<file path="src/rtl/fetch_pc_queue.sv">
// Fetch stage: owns the fetch PC, issues in-order word fetches and buffers returned words for decode.
// Optional macro FETCH_BYPASS_EN forwards a response straight to decode when the FIFO is empty.
module fetch_pc_queue #(
    parameter int              ALEN            = 32,
    parameter logic [ALEN-1:0] RESET_PC        = '0,
    parameter int              FIFO_DEPTH      = 4,
    parameter int              MAX_OUTSTANDING = 2
) (
    input  logic            clk,
    input  logic            rst,
    input  logic            redirect_valid,
    input  logic [ALEN-1:0] redirect_target,
    output logic            mem_req_valid,
    input  logic            mem_req_ready,
    output logic [ALEN-1:0] mem_req_addr,
    input  logic            mem_resp_valid,
    input  logic [31:0]     mem_resp_data,
    input  logic            mem_resp_error,
    output logic            out_valid,
    input  logic            out_ready,
    output logic [ALEN-1:0] out_addr,
    output logic [31:0]     out_data,
    output logic            out_half_start,
    output logic            out_fault
);
    localparam int PW = $clog2(FIFO_DEPTH);
    localparam int CW = $clog2(FIFO_DEPTH + 1);
    localparam int OW = $clog2(MAX_OUTSTANDING + 1);
    localparam int AW = (MAX_OUTSTANDING > 1) ? $clog2(MAX_OUTSTANDING) : 1;
    localparam int SW = ((CW > OW) ? CW : OW) + 1;

    logic [ALEN-1:0] fetchPc_q, fetchPc_d;
    logic [OW-1:0]   outstanding_q, outstanding_d;
    logic [OW-1:0]   dropCount_q, dropCount_d;
    logic            pendingHalf_q, pendingHalf_d;
    logic [CW-1:0]   count_q, count_d;
    logic [PW-1:0]   rdPtr_q, rdPtr_d, wrPtr_q, wrPtr_d;
    logic [AW-1:0]   addrRd_q, addrRd_d, addrWr_q, addrWr_d;

    logic [ALEN-1:0] addrMem_q  [MAX_OUTSTANDING];
    logic [ALEN-1:0] entAddr_q  [FIFO_DEPTH];
    logic [31:0]     entData_q  [FIFO_DEPTH];
    logic            entFault_q [FIFO_DEPTH];
    logic            entHalf_q  [FIFO_DEPTH];

    logic [SW-1:0]   inFlight;
    logic            reqFire, respKeep, bypass, push, pop;
    logic [ALEN-1:0] respAddr;
    logic            unusedTargetBit;

    assign unusedTargetBit = redirect_target[0];

    // Counting queued words plus in-flight requests guarantees every response a free slot.
    assign inFlight      = SW'(count_q) + SW'(outstanding_q);
    assign mem_req_valid = !rst && !redirect_valid
                           && (outstanding_q < OW'(MAX_OUTSTANDING))
                           && (inFlight < SW'(FIFO_DEPTH));
    assign mem_req_addr  = fetchPc_q;
    assign reqFire       = mem_req_valid && mem_req_ready;

    assign respAddr = addrMem_q[addrRd_q];
    assign respKeep = mem_resp_valid && !redirect_valid && (dropCount_q == '0);
    assign pop      = (count_q != '0) && out_ready;

`ifdef FETCH_BYPASS_EN
    assign bypass         = !rst && respKeep && (count_q == '0);
    assign push           = respKeep && !(bypass && out_ready);
    assign out_valid      = (count_q != '0) || bypass;
    assign out_addr       = bypass ? respAddr       : entAddr_q[rdPtr_q];
    assign out_data       = bypass ? mem_resp_data  : entData_q[rdPtr_q];
    assign out_fault      = out_valid && (bypass ? mem_resp_error : entFault_q[rdPtr_q]);
    assign out_half_start = out_valid && (bypass ? pendingHalf_q  : entHalf_q[rdPtr_q]);
`else
    assign bypass         = 1'b0;
    assign push           = respKeep;
    assign out_valid      = (count_q != '0);
    assign out_addr       = entAddr_q[rdPtr_q];
    assign out_data       = entData_q[rdPtr_q];
    assign out_fault      = out_valid && entFault_q[rdPtr_q];
    assign out_half_start = out_valid && entHalf_q[rdPtr_q];
`endif

    function automatic logic [AW-1:0] addrNext(input logic [AW-1:0] p);
        return (p == AW'(MAX_OUTSTANDING - 1)) ? '0 : p + AW'(1);
    endfunction

    always_comb begin
        fetchPc_d     = fetchPc_q;
        dropCount_d   = dropCount_q;
        pendingHalf_d = pendingHalf_q;
        count_d       = count_q;
        rdPtr_d       = rdPtr_q;
        wrPtr_d       = wrPtr_q;
        addrRd_d      = addrRd_q;
        addrWr_d      = addrWr_q;
        // A response landing with the redirect is itself stale, so it is not counted as a drop.
        if (redirect_valid) begin
            fetchPc_d     = {redirect_target[ALEN-1:2], 2'b00};
            pendingHalf_d = redirect_target[1];
            dropCount_d   = outstanding_q - OW'(mem_resp_valid);
            count_d       = '0;
            rdPtr_d       = '0;
            wrPtr_d       = '0;
        end else begin
            if (reqFire)
                fetchPc_d = fetchPc_q + ALEN'(4);
            if (mem_resp_valid && (dropCount_q != '0))
                dropCount_d = dropCount_q - OW'(1);
            if (respKeep)
                pendingHalf_d = 1'b0;
            if (push)
                wrPtr_d = wrPtr_q + PW'(1);
            if (pop)
                rdPtr_d = rdPtr_q + PW'(1);
            count_d = count_q + CW'(push) - CW'(pop);
        end
        outstanding_d = outstanding_q + OW'(reqFire) - OW'(mem_resp_valid);
        if (reqFire)
            addrWr_d = addrNext(addrWr_q);
        if (mem_resp_valid)
            addrRd_d = addrNext(addrRd_q);
    end

    always_ff @(posedge clk) begin
        if (rst) begin
            fetchPc_q     <= RESET_PC;
            outstanding_q <= '0;
            dropCount_q   <= '0;
            pendingHalf_q <= 1'b0;
            count_q       <= '0;
            rdPtr_q       <= '0;
            wrPtr_q       <= '0;
            addrRd_q      <= '0;
            addrWr_q      <= '0;
        end else begin
            fetchPc_q     <= fetchPc_d;
            outstanding_q <= outstanding_d;
            dropCount_q   <= dropCount_d;
            pendingHalf_q <= pendingHalf_d;
            count_q       <= count_d;
            rdPtr_q       <= rdPtr_d;
            wrPtr_q       <= wrPtr_d;
            addrRd_q      <= addrRd_d;
            addrWr_q      <= addrWr_d;
        end
    end

    // Payload storage needs no reset; validity is carried by the counters above.
    always_ff @(posedge clk) begin
        if (reqFire)
            addrMem_q[addrWr_q] <= fetchPc_q;
        if (push) begin
            entAddr_q[wrPtr_q]  <= respAddr;
            entData_q[wrPtr_q]  <= mem_resp_data;
            entFault_q[wrPtr_q] <= mem_resp_error;
            entHalf_q[wrPtr_q]  <= pendingHalf_q;
        end
    end

endmodule

</file>
<file path="config.mk">
export PLATFORM = sky130hd
export DESIGN_NAME = fetch_pc_queue
export DESIGN_NICKNAME = d
export VERILOG_FILES = /design/src/rtl/fetch_pc_queue.sv
export SDC_FILE = /design/constraint.sdc
export NUM_CORES = 1
export LEC_CHECK = 0
export ABC_AREA = 1
export CAP_MARGIN = 0
export CORE_MARGIN = 5
export CORE_UTILIZATION = 39
export CTS_BUF_LIST = sky130_fd_sc_hd__clkbuf_8
export DETAILED_ROUTE_END_ITERATION = 10
export GPL_ROUTABILITY_DRIVEN = 0
export PLACE_DENSITY = 0.68
export SYNTH_ARGS = -nofsm -noshare
export SYNTH_HDL_FRONTEND = slang
export SYNTH_SLANG_ARGS = --single-unit
</file>
<file path="constraint.sdc">
create_clock -name clk -period 13.6 [get_ports clk]
set_clock_uncertainty 0.1 [all_clocks]
set_input_delay 3.4 -clock clk [delete_from_list [all_inputs] [get_ports clk]]
set_output_delay 3.4 -clock clk [all_outputs]
set_load 0.01 [all_outputs]
</file>
==> flow_metrics.env <==
export IMPL_hold_path_class="reg -> reg"
export IMPL_hold_depth=2
export IMPL_num_vias=9670
export IMPL_post_cts_buffers=0
export IMPL_netlist_area_sq_um=14600
export IMPL_worst_pin_slew_ns=1.04
export IMPL_start_util_pct=39.2
export IMPL_first_iter_violations=566
export IMPL_path_class="in -> out"
export IMPL_crit_fanout=30
export IMPL_grt_ovfl_total=0
export IMPL_timing_fmax_ghz=0.116
export IMPL_area_delta_synth_final_pct=22.9
export IMPL_slew_headroom_pct=30.6
export IMPL_p_leak_uw=0.00627
export IMPL_cts_buffer_depth=3
export IMPL_wl_mm=33.3
export IMPL_setup_viol=0
export IMPL_start_kind="input port"
export IMPL_dr_pass1_iters=5
export IMPL_clkTransAtPathRegs_ns=0.06
export IMPL_yosysUniqueCellTypes=32
export IMPL_design_core_area_sq_um=37300
export IMPL_wire_per_inst_microns=17.3
export IMPL_setup_tns_ns=0
export IMPL_cts_resized_gates=0
export IMPL_crit_arrival_ns=5.14
export IMPL_num_antenna_cells=0
export IMPL_cts_tree="built"
export IMPL_synth_area_leader_cell="edfxtp_1"
export IMPL_drv_cap=0
export IMPL_slew_viol_final=0
export IMPL_grt_usage_pct=15.8
export IMPL_synth_seq_cells=363
export IMPL_avgSynthCellArea_sq_um=12.0
export IMPL_io_pins=171
export IMPL_peakVddDrop_v=0.0000742
export IMPL_cts_hold_buffers=0
export IMPL_antenna_found_initial=0
export IMPL_period_minus_slack_ns=8.64
export IMPL_seq_area_frac_synth_pct=71.3
export IMPL_yosysWarningCount=0
export IMPL_final_antenna_net_count=0
export IMPL_hold_viol=0
export IMPL_dp_hpwl_mm=19.4
export IMPL_grt_first_pass_wirelength_mm=52.1
export IMPL_num_nets_final=1487
export IMPL_fp_row_count=71
export IMPL_cts_root_buf="clkbuf_8"
export IMPL_timing_final_crit_share_pct=63.6
export IMPL_rsz0062_at_grt="no"
export IMPL_status="finished, final reports clean"
export IMPL_r2r_cells=8
export IMPL_cp_end_kind="primary output"
export IMPL_setup_slack_ns=4.96
export IMPL_drcViolationCount=0
export IMPL_die_h_microns=204
export IMPL_clock_latency_ns=0.61
export IMPL_yosysTopAreaCellShare_pct=64.8
export IMPL_synthCells=1221
export IMPL_die_area_sq_um=41500
export IMPL_io_buffers=165
export IMPL_worst_ep_required_time_ns=10.10
export IMPL_cts_sinks=363
export IMPL_final_cell_count_no_fill=1923
export IMPL_grt_pass1_vias=9567
export IMPL_synth_area_leaders="edfxtp_1 (65%), dfxtp_1 (6.4%), nor2_1 (5.2%), o21ai_0 (5.0%), nand2_1 (3.8%)"
export IMPL_vias_per_cell=5.03
export IMPL_post_place_ws_ns=4.96
export IMPL_grt_max_degree=106
export IMPL_drive_gt1_share_pct=10.1
export IMPL_place_inst=1816
export IMPL_power_density_nw_per_um2=134
export IMPL_die_x_microns=204
export IMPL_cts_buffers=59
export IMPL_htree_levels=2
[synth_stat cells]
library cell,n
buf_1,4
ha_1,12
buf_4,4
inv_2,1
nor2_1,201
buf_6,3
o31ai_1,1
clkinv_1,2
buf_2,6
nor3_1,2
nand2_1,148
nor3_4,1
a22oi_1,3
edfxtp_1,316
o22ai_1,62
xnor2_1,6
nand2_2,4
and2_1,2
clkbuf_1,44
xor2_1,5
nor2_4,2
inv_1,73
fa_1,1
mux2_2,30
conb_1,1
nand2_4,1
nand4_1,1
o21bai_1,5
nand3_1,56
dfxtp_1,47
o21ai_0,146
a21oi_1,31
[routing by layer]
| metal | GRT usage (%) | share of wire [%] |
|---|---|---|
| met1 | 21.6 | 44 |
| met2 | 25.5 | 47 |
| met3 | 3.88 | 7.0 |
| met4 | 4.07 | 1.6 |
| met5 | 0 | 0 |
[critical path: stages]
cell and delay (ns):
clkdlybuf4s50_1 0.39, buf_4 0.25, nor2_4 0.30, nand2_4 0.11
nor2_4 0.13, clkdlybuf4s50_1 0.55
[placed cells by master, fill, tap and decap left out, types with 2 or more instances in the layout]
cell / n
inv_2: 2
dfxtp_1: 45
clkdlybuf4s50_1: 165
a22oi_1: 3
nand2_1: 148
edfxtp_1: 316
clkbuf_8: 62
bufinv_16: 6
inv_1: 89
mux2_2: 30
xor2_1: 5
buf_4: 14
nor2_1: 195
xnor2_1: 6
o22ai_1: 62
a21oi_1: 31
nor3_1: 2
nand2_2: 4
nor2_2: 2
and2_1: 2
o21bai_1: 5
clkinv_1: 7
o21ai_0: 146
clkinv_2: 14
conb_1: 4
nand3_1: 56
nor2_4: 6
ha_1: 12
[power by group]
part           internal, uW  switching (uW)
registers              1240            20.5
clock network           539             422
logic                  85.2             100
total                  1870             542
[metrics by stage]
step / hold slack, ns / power, uW / instance area (sq um) / util, %
floorplan: 0.336 / 1380 / 14600 / -
global placement: 0.344 / 1470 / 16800 / 44.9
detailed placement: 0.354 / 1480 / 16800 / 44.9
CTS: 0.364 / 2440 / 18000 / 48.2
global route: 0.406 / 2520 / 18000 / 48.2
finish: 0.365 / 2410 / 18000 / 48.2
[logic make-up (layout without fill, tap and decap cells)]
family | count (synthesis) | in the layout | synth area share (%)
AND/OR/NAND/NOR | 418 | 418 | 11.6
multiplexers | 30 | 30 | 2.31
buffers and inverters | 137 | 362 | 3.82
flip-flops | 363 | 363 | 71.3
other | 1 | 4 | 0.0256
adder cells (fa/ha/maj) | 13 | 13 | 1.16
XOR/XNOR | 11 | 11 | 0.658
AO/OA/AOI/OAI | 248 | 248 | 9.17
[layout make-up]
class	count	area, sq um
Clock buffer	62	853
Clock inverter	45	367
Fill cell	3297	19300
Inverter	76	287
Multi-Input combinational cell	724	3690
Sequential cell	363	10400
Tap cell	474	593
Timing Repair Buffer	179	1760
[path summary, 6_finish.rpt]
| path | from | end | slack (ns) |
|---|---|---|---|
| worst min register to register | rdPtr_q[1] | register | 0.37 |
| worst max register to register | count_q[2] | count_q[2] | 10.99 |
| worst min-delay path | rdPtr_q[1] | register | 0.37 |
| worst max-delay path | rst | mem_req_valid | 4.96 |
[flip-flops by register name (all words and copies together), names as in the netlist, named ones only]
register / count
addrMem_q: 60
addrRd_q: 1
addrWr_q: 1
count_q: 3
dropCount_q: 2
entAddr_q: 120
entData_q: 128
entFault_q: 4
entHalf_q: 4
mem_req_addr: 30
outstanding_q: 2
pendingHalf_q: 1
rdPtr_q: 2
wrPtr_q: 2
No activity file was read; power rests on OpenSTA's default activity.
==> variant 1: new RTL, same flow settings <==
The option `FETCH_BYPASS_EN` is turned on by a define.
--- a/src/rtl/fetch_pc_queue.sv
+++ b/src/rtl/fetch_pc_queue.sv
@@ -1,5 +1,7 @@
 // Fetch stage: owns the fetch PC, issues in-order word fetches and buffers returned words for decode.
 // Optional macro FETCH_BYPASS_EN forwards a response straight to decode when the FIFO is empty.
+`define FETCH_BYPASS_EN
+
 module fetch_pc_queue #(
     parameter int              ALEN            = 32,
     parameter logic [ALEN-1:0] RESET_PC        = '0,
Check against the original RTL: not equivalent (Yosys sat finds a counterexample within 4 cycles, from zero or initial values and one cycle with rst high).
==> variant 1 against the original RTL <==
- register-to-register slack lost 0.62 ns
- combinational power is 21% higher
- area after synthesis increased by 5.7%
- cell area grew 4.0%
- wire length increased by 9.5%
- count of clock-buffer cells in the layout grew 5
- sequential cell count did not move
- total power decreased by 1.6%
- setup slack lost 1.5 ns
- critical endpoint is now out_addr[13]
- largest cell class unchanged
- largest power group unchanged
- highest routed layer unchanged
==> variant 1: results <==
set metrics [dict create \
    setup.worst_path.start "redirect_valid" \
    slew_headroom 0.288 \
    reg2reg_slack_ns 10.37 \
    combPwrFrac 0.094 \
    r2r_start "count_q[1]$_SDFF_PP0_" \
    track_usage 0.164 \
    ys_seq_area_frac 0.675 \
    yosys.cell_types.count 33 \
    synthTopCellsByArea "edfxtp_1, nand2_1, dfxtp_1, nor2_1, o21ai_0" \
    vdd_drop_max_v 0.0000621 \
    met1_usage 0.216 \
    switchingPower_mw 0.562 \
    dpl_cell_area_um2 17600 \
    critPathCapture "out_addr[13]" \
    worst_ep_arrival_time_ns 6.69 \
    drt_iter0_drc 843 \
    grt_pass1_vias 10600 \
    drive_above_1_share 0.0858 \
    finalNonFillerCells 2169 \
    clk_latency_ns 0.65 \
    max_stage_delay_ns 0.65 \
    nNetsFinal 1685 \
    grt_pass1_wl_mm 57.8 \
    status "finished, final reports clean" \
    avgViaCountPerCell 4.98 \
    power.total_mw 2.37 \
    cpMaxStageDelayCell "buf_4" \
]
## variant 1: changes by cell type after synthesis, sizes merged, moves of 4 or more
cell	unedited run	this run
nand2	153	354
clkbuf	44	51
nor2	203	210
buf	17	23
nand3	56	52
o21ai	146	142
## variant 1: cell type report
type | count | area (um^2) | share of cell area
repair buffers | 179 | 1760 | 0.0940
inverters | 76 | 287 | 0.0153
multi-input cells | 923 | 4440 | 0.237
clock inverters | 36 | 199 | 0.0106
well taps | 525 | 657 | 0.0351
clock buffers | 67 | 922 | 0.0493
flip-flops and latches | 363 | 10400 | 0.558
## variant 1: layer usage
layer	part of all wire	vias to the layer above
met4	0.020	0
met5	0	-
met2	0.48	325
met1	0.44	5142
met3	0.066	61
li1	-	5277
## variant 1: cell families after synthesis
family / synth area share
adders and majority gates: 0.0102
other: 0.000243
xor gates and xnor gates: 0.00680
muxes: 0.0219
AOI/OAI and AO/OA: 0.0864
DFF: 0.675
and+or+nand+nor: 0.158
buffers and inverters: 0.0420
## variant 1: through the flow
| step | worst slack, ns | hold slack, ns | util |
|---|---|---|---|
| final | 3.41 | 0.364 | 0.474 |
| after global routing | 3.16 | 0.381 | 0.474 |
| after CTS | 3.35 | 0.366 | 0.474 |
| after detailed placement | 3.36 | 0.355 | 0.445 |
| after global placement | 3.36 | 0.348 | 0.445 |
| after floorplan | 5.65 | 0.336 | - |
## variant 1: critical path, delay by kind of cell
| family | cells | cell delay [ns] |
|---|---|---|
| buffers and inverters | 7 | 2.54 |
| and+or+nand+nor | 5 | 0.72 |
==> variant 2: new RTL, config.mk and constraints unchanged <==
Without the edit above. Put a register stage on the output `out_fault`, without a reset. The value now appears one clock later. The other outputs are not delayed to match.
--- a/src/rtl/fetch_pc_queue.sv
+++ b/src/rtl/fetch_pc_queue.sv
@@ -76,7 +76,9 @@
     assign out_valid      = (count_q != '0);
     assign out_addr       = entAddr_q[rdPtr_q];
     assign out_data       = entData_q[rdPtr_q];
-    assign out_fault      = out_valid && entFault_q[rdPtr_q];
+    always_ff @(posedge clk) begin
+        out_fault <= out_valid && entFault_q[rdPtr_q];
+    end
     assign out_half_start = out_valid && entHalf_q[rdPtr_q];
 `endif
 
Formal check against the unedited RTL: not equivalent (a bounded check fails within 4 cycles, from zero or initial values and one cycle with rst high).
==> variant 2 against the original RTL <==
- cell area increased by 0.56%
- setup slack improved by 0.064 ns
- non-clock buffer count unchanged
- sequential cell count increased by 1
- wire length decreased by 0.31%
- sequential share of layout area decreased by 0.21 points
- area after synthesis increased by 0.64%
- total power decreased by 1.6%
- critical endpoint unchanged
- largest cell class unchanged
- highest routed layer unchanged
==> variant 2: results <==
set metrics [dict create \
    status "finished, final reports clean" \
    dpl_cell_area_um2 16900 \
    vdd_drop_max_v 0.0000590 \
    synth_xor_xnor_area_share 0.00654 \
    power.leakage_nw 6.32 \
    clk_share 0.0659 \
    use_met3 0.0344 \
    worstMarginPinSlew_ns 1.19 \
    non_clock_inverter_count 81 \
    cts_made_buffers 61 \
    worst_ep_arrival_time_ns 5.08 \
    grt_max_degree 83 \
    clkbuf_count 70 \
    numPlacedInstances 1861 \
    grt_pass1_vias 9549 \
    syn_area_per_cell_um2 12.0 \
    cts-resized-gates 0 \
    antenna_found_initial 0 \
    n_all_buffers 179 \
    drt_iter0_drc 500 \
    postCtsHoldBufs 0 \
    utilization 0.482 \
    synth_compound_area_frac 0.0912 \
    drive_above_1_share 0.105 \
    critical_path.max_fanout 35 \
    buf_share 0.0972 \
    synth_common_cells "edfxtp_1, nor2_1, nand2_1, o21ai_0, inv_1" \
    vias 9615 \
    final_area_um2 18100 \
    ys_seq_area_frac 0.710 \
    seq_area_frac 0.578 \
    wl_mm 33.2 \
    fin_crit_sh 0.631 \
    setup.worst_path.start "redirect_valid" \
    reg2reg_slack_ns 10.74 \
    antennaDiodeCount 0 \
    htreeDepth 2 \
    track_usage 0.158 \
    synth-adder-area-share 0.0116 \
    grt.met2_usage 0.263 \
    cts.sinks 364 \
    met1_usage 0.212 \
    yosys.cell_types.count 36 \
    met2_length_mm 15.7 \
    clk_latency_ns 0.61 \
    root_buffer "clkbuf_8" \
    nNetsFinal 1497 \
    synthTopCellsByArea "edfxtp_1, dfxtp_1, nor2_1, o21ai_0, nand2_1" \
    multi_input_cells 726 \
    yosysWarnings 0 \
    top_layer "met4" \
    dp_hpwl_mm 19.4 \
    fillCellCount 3366 \
    route.layer.met1.wl_mm 14.8 \
    drt-wirelength-per-cell_um 16.9 \
    wl_met3_mm 2.14 \
    synth.area.mux_share 0.0229 \
    whs_ns 0.352 \
    multiInputGateArea_um2 3730 \
    grt_pass1_wl_mm 52.5 \
]
## variant 2: changes by cell type after synthesis, sizes merged, moves of 2 or more
| cell | change |
|---|---|
| inv | +6 |
| nor2 | +4 |
| o21bai | -3 |
| nand3 | -2 |
| xnor2 | -2 |
| xor2 | +2 |
## variant 2: power by group
part           leakage (nW)  switching [mW]  internal, mW
clock                 0.675           0.415         0.506
combinational          2.39          0.0977        0.0846
sequential             3.26          0.0216          1.25
## variant 2: critical path: stages
cell and delay [ns]:
clkdlybuf4s50_1 0.39, buf_4 0.27, nor2_8 0.24, nand2_4 0.09, nor2_4 0.13, clkdlybuf4s50_1 0.55
## variant 2: final timing paths
| check | to | cells past startpoint |
|---|---|---|
| worst min-delay path | flop | 2 |
| worst max register to register | count_q[2]$_SDFF_PP0_ | 8 |
| worst max-delay path | mem_req_valid | 6 |
| worst min register to register | flop | 2 |
